$ cat src/rtl/card_dealer_if.sv
// Request/response bundle between the blackjack FSM side (master) and the
// card dealer (slave). The master raises requests and the dealer returns cards.
interface card_dealer_if;
  logic       deal_req;
  logic       shuffle_req;
  logic [3:0] card_value;
  logic [3:0] card_rank;
  logic       card_valid;
  logic [5:0] cards_left;
  logic       deck_empty;
  logic       busy;

  modport master (
    output deal_req, shuffle_req,
    input  card_value, card_rank, card_valid, cards_left, deck_empty, busy
  );

  modport slave (
    input  deal_req, shuffle_req,
    output card_value, card_rank, card_valid, cards_left, deck_empty, busy
  );
endinterface

$ cat src/rtl/card_dealer.sv
// Card dealer: holds one 52-card deck. It refills the deck in rank order and
// shuffles it in place with an LFSR-driven Fisher-Yates pass. It then deals
// one card per request. The same seed and the same cycle-exact stimulus
// always reproduce the same card sequence.
module card_dealer #(
  parameter logic [15:0] LFSR_SEED  = 16'hACE1,
  parameter logic [3:0]  FACE_VALUE = 4'd10
) (
  input  logic         clk,
  input  logic         rst,
  card_dealer_if.slave bus
);

  localparam logic [1:0]  ST_FILL    = 2'd0;
  localparam logic [1:0]  ST_SHUFFLE = 2'd1;
  localparam logic [1:0]  ST_READY   = 2'd2;
  localparam logic [5:0]  LAST_IDX   = 6'd51;
  localparam logic [5:0]  DECK_SIZE  = 6'd52;
  // An all-zero LFSR would lock up, so a zero seed falls back to the default.
  localparam logic [15:0] SEED_EFF   = (LFSR_SEED == 16'h0000) ? 16'hACE1 : LFSR_SEED;

  // Jacks, queens and kings all score as a face card.
  function automatic logic [3:0] rank_to_value(input logic [3:0] rank);
    if (rank >= 4'd10) begin
      return FACE_VALUE;
    end else begin
      return rank;
    end
  endfunction

  logic [1:0]  state_r;
  logic [15:0] lfsr_r;
  // Shared index: fill position k in FILL, Fisher-Yates i in SHUFFLE,
  // deal pointer p in READY. The phases never overlap.
  logic [5:0]  idx_r;
  logic [3:0]  fill_rank_r;   // (k mod 13) + 1 tracked incrementally
  logic [3:0]  deck_r [52];

  logic [3:0]  card_value_r;
  logic [3:0]  card_rank_r;
  logic        card_valid_r;
  logic [5:0]  cards_left_r;
  logic        deck_empty_r;
  logic        busy_r;

  logic        lfsr_fb_s;
  logic [5:0]  swap_j_s;
  logic        swap_ok_s;
  logic        deal_go_s;
  logic [3:0]  deal_rank_s;

  // LFSR feedback, shuffle swap candidate and deal qualification.
  always_comb begin
    lfsr_fb_s = lfsr_r[15] ^ lfsr_r[13] ^ lfsr_r[12] ^ lfsr_r[10];
    swap_j_s  = lfsr_r[5:0];
    swap_ok_s = (state_r == ST_SHUFFLE) && (swap_j_s <= idx_r);
    deal_go_s = (state_r == ST_READY) && bus.deal_req && !bus.shuffle_req && !deck_empty_r;
    if (idx_r <= LAST_IDX) begin
      deal_rank_s = deck_r[idx_r];
    end else begin
      deal_rank_s = 4'd0;
    end
  end

  // Control FSM, LFSR stepping and registered card outputs.
  always_ff @(posedge clk) begin
    if (rst) begin
      state_r      <= ST_FILL;
      lfsr_r       <= SEED_EFF;
      idx_r        <= 6'd0;
      fill_rank_r  <= 4'd1;
      card_value_r <= 4'd0;
      card_rank_r  <= 4'd0;
      card_valid_r <= 1'b0;
      cards_left_r <= 6'd0;
      deck_empty_r <= 1'b0;
      busy_r       <= 1'b1;
    end else begin
      lfsr_r       <= {lfsr_r[14:0], lfsr_fb_s};
      card_valid_r <= 1'b0;
      case (state_r)
        ST_FILL: begin
          if (idx_r == LAST_IDX) begin
            state_r      <= ST_SHUFFLE;
            cards_left_r <= DECK_SIZE;
            fill_rank_r  <= 4'd1;
          end else begin
            idx_r       <= idx_r + 6'd1;
            fill_rank_r <= (fill_rank_r == 4'd13) ? 4'd1 : (fill_rank_r + 4'd1);
          end
        end
        ST_SHUFFLE: begin
          // An out-of-range j just retries with the next LFSR value.
          if (swap_ok_s) begin
            if (idx_r == 6'd1) begin
              state_r      <= ST_READY;
              busy_r       <= 1'b0;
              idx_r        <= 6'd0;
              deck_empty_r <= 1'b0;
            end else begin
              idx_r <= idx_r - 6'd1;
            end
          end
        end
        ST_READY: begin
          // A shuffle request takes priority over a simultaneous deal.
          if (bus.shuffle_req) begin
            state_r      <= ST_FILL;
            busy_r       <= 1'b1;
            idx_r        <= 6'd0;
            fill_rank_r  <= 4'd1;
            cards_left_r <= 6'd0;
            deck_empty_r <= 1'b0;
          end else if (deal_go_s) begin
            card_valid_r <= 1'b1;
            card_rank_r  <= deal_rank_s;
            card_value_r <= rank_to_value(deal_rank_s);
            idx_r        <= idx_r + 6'd1;
            cards_left_r <= cards_left_r - 6'd1;
            deck_empty_r <= (cards_left_r == 6'd1);
          end
        end
        default: begin
          state_r      <= ST_FILL;
          busy_r       <= 1'b1;
          idx_r        <= 6'd0;
          fill_rank_r  <= 4'd1;
          cards_left_r <= 6'd0;
          deck_empty_r <= 1'b0;
        end
      endcase
    end
  end

  // Deck storage: sequential rank fill, then in-place Fisher-Yates swaps.
  always_ff @(posedge clk) begin
    if (!rst && (state_r == ST_FILL)) begin
      deck_r[idx_r] <= fill_rank_r;
    end else if (!rst && swap_ok_s) begin
      deck_r[idx_r]    <= deck_r[swap_j_s];
      deck_r[swap_j_s] <= deck_r[idx_r];
    end
  end

  assign bus.card_value = card_value_r;
  assign bus.card_rank  = card_rank_r;
  assign bus.card_valid = card_valid_r;
  assign bus.cards_left = cards_left_r;
  assign bus.deck_empty = deck_empty_r;
  assign bus.busy       = busy_r;

endmodule

$ cat src/flat_wrapper.sv
// flat-port wrapper written by rule: the top's interface ports become plain ports
module card_dealer_flat 
#(
  parameter logic [15:0] LFSR_SEED  = 16'hACE1,
  parameter logic [3:0]  FACE_VALUE = 4'd10
)
  (clk, rst, bus_deal_req, bus_shuffle_req, bus_card_value, bus_card_rank, bus_card_valid, bus_cards_left, bus_deck_empty, bus_busy);
  card_dealer_if bus_i ();
  input  logic clk;
  input  logic rst;
  input wire logic [$bits(bus_i.deal_req)-1:0] bus_deal_req;
  input wire logic [$bits(bus_i.shuffle_req)-1:0] bus_shuffle_req;
  output wire logic [$bits(bus_i.card_value)-1:0] bus_card_value;
  output wire logic [$bits(bus_i.card_rank)-1:0] bus_card_rank;
  output wire logic [$bits(bus_i.card_valid)-1:0] bus_card_valid;
  output wire logic [$bits(bus_i.cards_left)-1:0] bus_cards_left;
  output wire logic [$bits(bus_i.deck_empty)-1:0] bus_deck_empty;
  output wire logic [$bits(bus_i.busy)-1:0] bus_busy;
  assign bus_i.deal_req = bus_deal_req;
  assign bus_i.shuffle_req = bus_shuffle_req;
  assign bus_card_value = bus_i.card_value;
  assign bus_card_rank = bus_i.card_rank;
  assign bus_card_valid = bus_i.card_valid;
  assign bus_cards_left = bus_i.cards_left;
  assign bus_deck_empty = bus_i.deck_empty;
  assign bus_busy = bus_i.busy;
  card_dealer #(.LFSR_SEED(LFSR_SEED), .FACE_VALUE(FACE_VALUE)) u_core (.clk(clk), .rst(rst), .bus(bus_i));
endmodule
$ cat config.mk
export PLATFORM = sky130hd
export DESIGN_NAME = card_dealer_flat
export DESIGN_NICKNAME = d
export VERILOG_FILES = /design/src/rtl/card_dealer_if.sv /design/src/rtl/card_dealer.sv /design/src/flat_wrapper.sv
export SDC_FILE = /design/constraint.sdc
export NUM_CORES = 1
export LEC_CHECK = 0
export BUFFER_PORTS_ARGS = -buffer_cell sky130_fd_sc_hd__buf_2
export CAP_MARGIN = 10
export CORE_MARGIN = 5
export CORE_UTILIZATION = 61
export CTS_CLUSTER_DIAMETER = 60
export DETAILED_ROUTE_END_ITERATION = 7
export GPL_ROUTABILITY_DRIVEN = 0
export PLACE_DENSITY = 0.76
export SLEW_MARGIN = 20
export SYNTH_ARGS = -nofsm -noshare
export SYNTH_HDL_FRONTEND = slang
export SYNTH_SLANG_ARGS = --single-unit
export TNS_END_PERCENT = 10
$ cat constraint.sdc
create_clock -name clk -period 3.5 [get_ports clk]
set_input_delay 1.05 -clock clk [delete_from_list [all_inputs] [get_ports clk]]
set_output_delay 1.05 -clock clk [all_outputs]
set_load 0.05 [all_outputs]
Word-level counts from Yosys, hierarchy flattened
Memory sizes are Yosys's and may differ from the RTL's. A register that Yosys moved wholly into a read port is not among the register bits.
Cells that the tools add are included.
{"block": "op_classes", "bitwise": 8, "n_reduce_logical": 18, "muxes": 38, "n_addsub": 4, "n_lt_le_gt_ge": 3, "n_eq_ne": 12}
{"operator": "$mux 6", "n": 11}
{"operator": "$pmux 6 s3", "n": 2}
{"operator": "$mux 4", "n": 6}
{"operator": "$eq 6x1->1 const B", "n": 2}
{"operator": "$pmux 4 s3", "n": 1}
{"operator": "$reduce_and 4->1", "n": 3}
{"operator": "$sub 6x1->6 const B", "n": 2}
{"operator": "$mux 1", "n": 11}
{"operator": "$reduce_and 3->1", "n": 3}
{"operator": "$mux 2", "n": 4}
{"operator": "$add 6x1->6 const B", "n": 1}
{"operator": "$eq 6x6->1 const B", "n": 1}
{"operator": "$le 6x6->1", "n": 1}
{"operator": "$le 6x6->1 const B", "n": 1}
{"operator": "$logic_and 1x1->1", "n": 6}
{"operator": "$ne 2x2->1 const B", "n": 3}
{"operator": "$pmux 1 s3", "n": 2}
{"operator": "$pmux 2 s3", "n": 1}
{"operator": "$add 4x1->4 const B", "n": 1}
{"operator": "$eq 4x4->1 const B", "n": 1}
{"operator": "$ge 4x4->1 const B", "n": 1}
{"operator": "$ne 2x1->1 const B", "n": 2}
{"operator": "$not 1->1", "n": 4}
{"operator": "$logic_not 1->1", "n": 3}
{"operator": "8 further kinds", "n": 10}
{"block": "totals", "mem_count": 1, "wordCells": 94, "mem_bits_rw": 208, "output_inout_bits": 17, "ff_bits": 45}
{"memory": "u_core.deck_r", "depth": 52, "word_bits": 4, "read_ports": 2, "rd_ports_with_merged_regs": 2, "write_ports": 2, "line": "card_dealer.sv:37", "rtl": "logic [3:0] deck_r [52];"}

Depth between registers and ports, before layout
{"block": "depth", "depth_word": 9, "mapped_depth": 13, "mapped_depth_nobuf": 8}

Worst setup path after synthesis
OpenSTA, ideal clock, no wires.
{"block": "synth_timing", "path_type": "flip-flop to flip-flop", "from": "register u_core.idx_r[4]", "to": "memory u_core.deck_r[24][0] (enable)", "arrival_ns": 2.860, "t_required_ns": 3.157, "path_buffers": 2, "stages_incl_launch_ff": 10, "slack_ns": 0.296, "path_cell_list": "dfxtp_1 > clkbuf_1 > inv_1 > ha_1 > a2111oi_2 > a221oi_1 > buf_2 > a2111oi_0 > nand2_1 > o22ai_1"}
{"element": "start: declaration", "line": "card_dealer.sv:35", "rtl": "logic [5:0] idx_r;"}
{"element": "start signal: assignment", "line": "card_dealer.sv:88", "rtl": "idx_r <= idx_r + 6'd1;"}
{"element": "start signal: assignment", "line": "card_dealer.sv:101", "rtl": "idx_r <= idx_r - 6'd1;"}
{"element": "start signal: assignment", "line": "card_dealer.sv:118", "rtl": "idx_r <= idx_r + 6'd1;"}
{"element": "end: declaration", "line": "card_dealer.sv:37"}

==> summary.md <==
| Metric | Value |
|---|---|
| Routed wire length | 48300 um |
| TritonCTS clock tree | done |
| Dpl cell area | 0.0159 mm2 |
| Finished Core Util | 67.9% |
| Worst Tran Pin Value | 1220 ps |
| Routed vias/inst | 7.54 |
| Hpwl dp | 33200 um |
| FF-to-FF setup slack | -7 ps |
| CTS clk-pin slew, worst paths | 60 ps |
| Int Pwr | 6.61 mW |
| Average size of a mapped cell | 12.5 um2 |
| Sw Pwr | 3.54 mW |
| Mapped Area | 0.0153 mm2 |
| Remaining DRCs | 0 |
| Met3 Use GR | 9.06% |
| Post-synth top area cell | edfxtp_1 |
| Commonest non-fill, non-tap cell in the layout | mux2i_1 |
| Max-slew violations | 0 |
| FFs w/ async S/R, synth | 0% |
| Clock Sinks | 259 |
| Area grow syn2layout | 10.6% |
| CP Data Required Time | 3880 ps |
| Hold Path Class | flop to flop |
| Worst Skew | 28.8 ps |
| Register share of total power | 37.2% |
| Yosys Warn Count | 0 |
| RSZ-0062 raised after global routing | yes |
| Clock period minus worst slack | 3510 ps |
| Post-synthesis sequential area ratio | 47.4% |
| Synth Register Bits | 259 |
| Critical path startpoint category | flop |
| PwrDens | 598 mW/mm2 |
| Initial Util | 61.4% |
| Syn nets | 1247 |
| Core footprint | 0.0250 mm2 |
| Most frequent cells in the layout | mux2i_1 (221), edfxtp_1 (208), nor2_1 (87) |
| Share of cells above drive strength 1 | 21.8% |
| Vias | 12.0k |
| Vias in the first global route | 11.7k |
| Gate power share | 33.5% |
| Distinct cells, synth | 82 |
| VDD IR max | 402 uV |
| Met1 usage | 44.4% |
| Clk network pwr share | 29.4% |
| Initial antenna violation count | 0 |
| RR Endpoint | u_core.deck_r[47][2]$_DFFE_PP_ |
| MaxCap Viol Count | 0 |
| Post-synth EDFFs | 208 |
| Design Area, Final | 0.0170 mm2 |
| Setup Viol. Count Final | 1 |
| Leak | 5.27 nW |
| Root Buffer | clkbuf_16 |
| Period utilisation layout | 100% |
| # hold bufs at CTS | 0 |
| Area contributors post-synth | edfxtp_1 (41%), mux2i_1 (14%), mux4_2 (9.3%) |
| Cell count after synthesis | 1230 |
| Post-DR wirelength/cell | 30.4 um |
| Number of DRC markers in iteration 0 | 2125 |
| N_diodes | 0 |
| Post-Place Worst Slack | -39.5 ps |
| Hold path startpoint | u_core.lfsr_r[14]$_SDFF_PP0_ |
| Worst reg2reg path depth | 8 |
| Setup ws final | -7.31 ps |
| Status | complete, but fails checks |
| Worst R2R Start | u_core.idx_r[4]$_SDFFE_PP0P_ |
| Antenna-violating nets left | 0 |
| Failing checks | negative setup slack |
| Top-area cell type share of the netlist area | 40.8% |
| Worst slew margin | 18.2% |
| Drt pass-1 iters | 6 |
| Crit end category | flop |
| Die area | 0.0284 mm2 |
| Row count | 58 |
| Chip height | 169 um |
| WS Path Type | flop to flop |
| Net Sw Frac | 34.8% |
| Total gr overflow | 0 |
| Clk buf depth | 3 |
| Final Power | 10.1 mW |
| WP data arrival | 3880 ps |
| Setup bufs post-CTS | 0 |
| IO buf count | 20 |
| H-tree depth | 1 |
| Met2 Track Usage GR | 50.3% |
| Main synth FF type | edfxtp_1 |
| Clock Latency Late Sink | 570 ps |
| Final nets | 1251 |
| Die W | 169 um |
| FMAX | 285 MHz |
| Busiest grt layer | met2 |
| Hold Path Stages | 1 |
| Worst hold endpoint | u_core.lfsr_r[15]$_SDFF_PP1_ |
| Pin count of the biggest net entering global routing | 51 |
| Final setup TNS | -7.31 ps |
| GRT Util Overall | 33.3% |
| Crit Path Max Fanout | 18 |
| Final Hold Fails | 0 |
| First-pass GRT wire length | 72200 um |
| I/O pin count | 21 |
| Total CTS buffers | 29 |
[critical path, stage by stage, from the launching register on]
cell	delay, ps
dfxtp_1	450
inv_1	140
ha_1	360
a2111oi_2	420
a221oi_2	100
buf_4	220
or3_1	750
nor2_1	550
mux2i_1	310
[cell families (layout without fill, tap and decap cells)]
kind of cell	Yosys count	after routing	synth area share, %
buf+inv	150	177	5.44
xor+xnor	10	10	0.571
flops	259	259	47.4
mux	300	300	24.9
compound gates	236	236	11.7
fa+ha+maj	13	13	1.06
simple gates	262	262	8.89
[worst max path at each step]
| stage | slack [ps] | from | endpoint |
|---|---|---|---|
| after global placement | -40 | u_core.idx_r[4]$_SDFFE_PP0P_ | u_core.deck_r[16][0]$_DFFE_PP_ |
| after CTS | 50 | u_core.idx_r[4]$_SDFFE_PP0P_ | u_core.deck_r[12][0]$_DFFE_PP_ |
| final | -7 | u_core.idx_r[4]$_SDFFE_PP0P_ | u_core.deck_r[47][2]$_DFFE_PP_ |
| after floorplan | 300 | u_core.idx_r[4]$_SDFFE_PP0P_ | u_core.deck_r[24][0]$_DFFE_PP_ |
| after global routing | -40 | u_core.idx_r[4]$_SDFFE_PP0P_ | u_core.deck_r[47][2]$_DFFE_PP_ |
| after detailed placement | -40 | u_core.idx_r[4]$_SDFFE_PP0P_ | u_core.deck_r[4][3]$_DFFE_PP_ |
[repair_timing]
item	in CTS	in global routing
resized for setup	3	14
cloned	0	0
setup endpoints to repair	46	102
endpoints found under the hold margin	0	0
[layout make-up]
cell class	count	area, um2
Inverter	22	82.6
Sequential cell	259	7280
Timing Repair Buffer	101	887
Multi-Input combinational cell	821	7370
Tap cell	330	413
Clock inverter	16	130
Fill cell	1811	8010
Clock buffer	38	801
[power groups by stage]
stage                     sequential [mW]  combinational [mW]  clock, mW
final                                3.77                3.40       2.98
after CTS                            3.76                3.28       2.98
after global placement               3.82                3.21          0
after detailed placement             3.83                3.26          0
after global routing                 3.78                3.53       3.11
after floorplan                      3.77                2.30          0
[stage by stage]
stage,hold slack (ps),std cells
2_1_floorplan,389,1230
3_3_place_gp,392,1533
3_5_place_dp,402,1533
4_1_cts,424,1587
5_1_grt,435,1587
6_report,415,1587
[state kept, by name, indices dropped and copies added (netlist names), named ones only]
name,count
u_core.bus.cards_left,6
u_core.bus.card_rank,4
u_core.idx_r,6
u_core.bus.busy,1
u_core.deck_r,208
u_core.bus.deck_empty,1
u_core.bus.card_valid,1
u_core.lfsr_r,16
u_core.bus.card_value,4
u_core.state_r,2
u_core.fill_rank_r,4
[metal layers]
metal | wire length (um) | vias to the layer above
li1 | - | 4855
met1 | 17100 | 5800
met2 | 21400 | 1065
met3 | 6850 | 240
met4 | 2950 | 0
met5 | 0 | -
[cells in the mapped netlist (all sizes together) (17+ instances only)]
cell	count
a21oi	17
a22oi	50
buf	86
clkbuf	42
dfxtp	51
edfxtp	208
inv	20
mux2i	221
mux4	63
nand2	46
nand3	22
nor2	87
nor2b	18
o22ai	57
(Power assumes the default switching activity.)
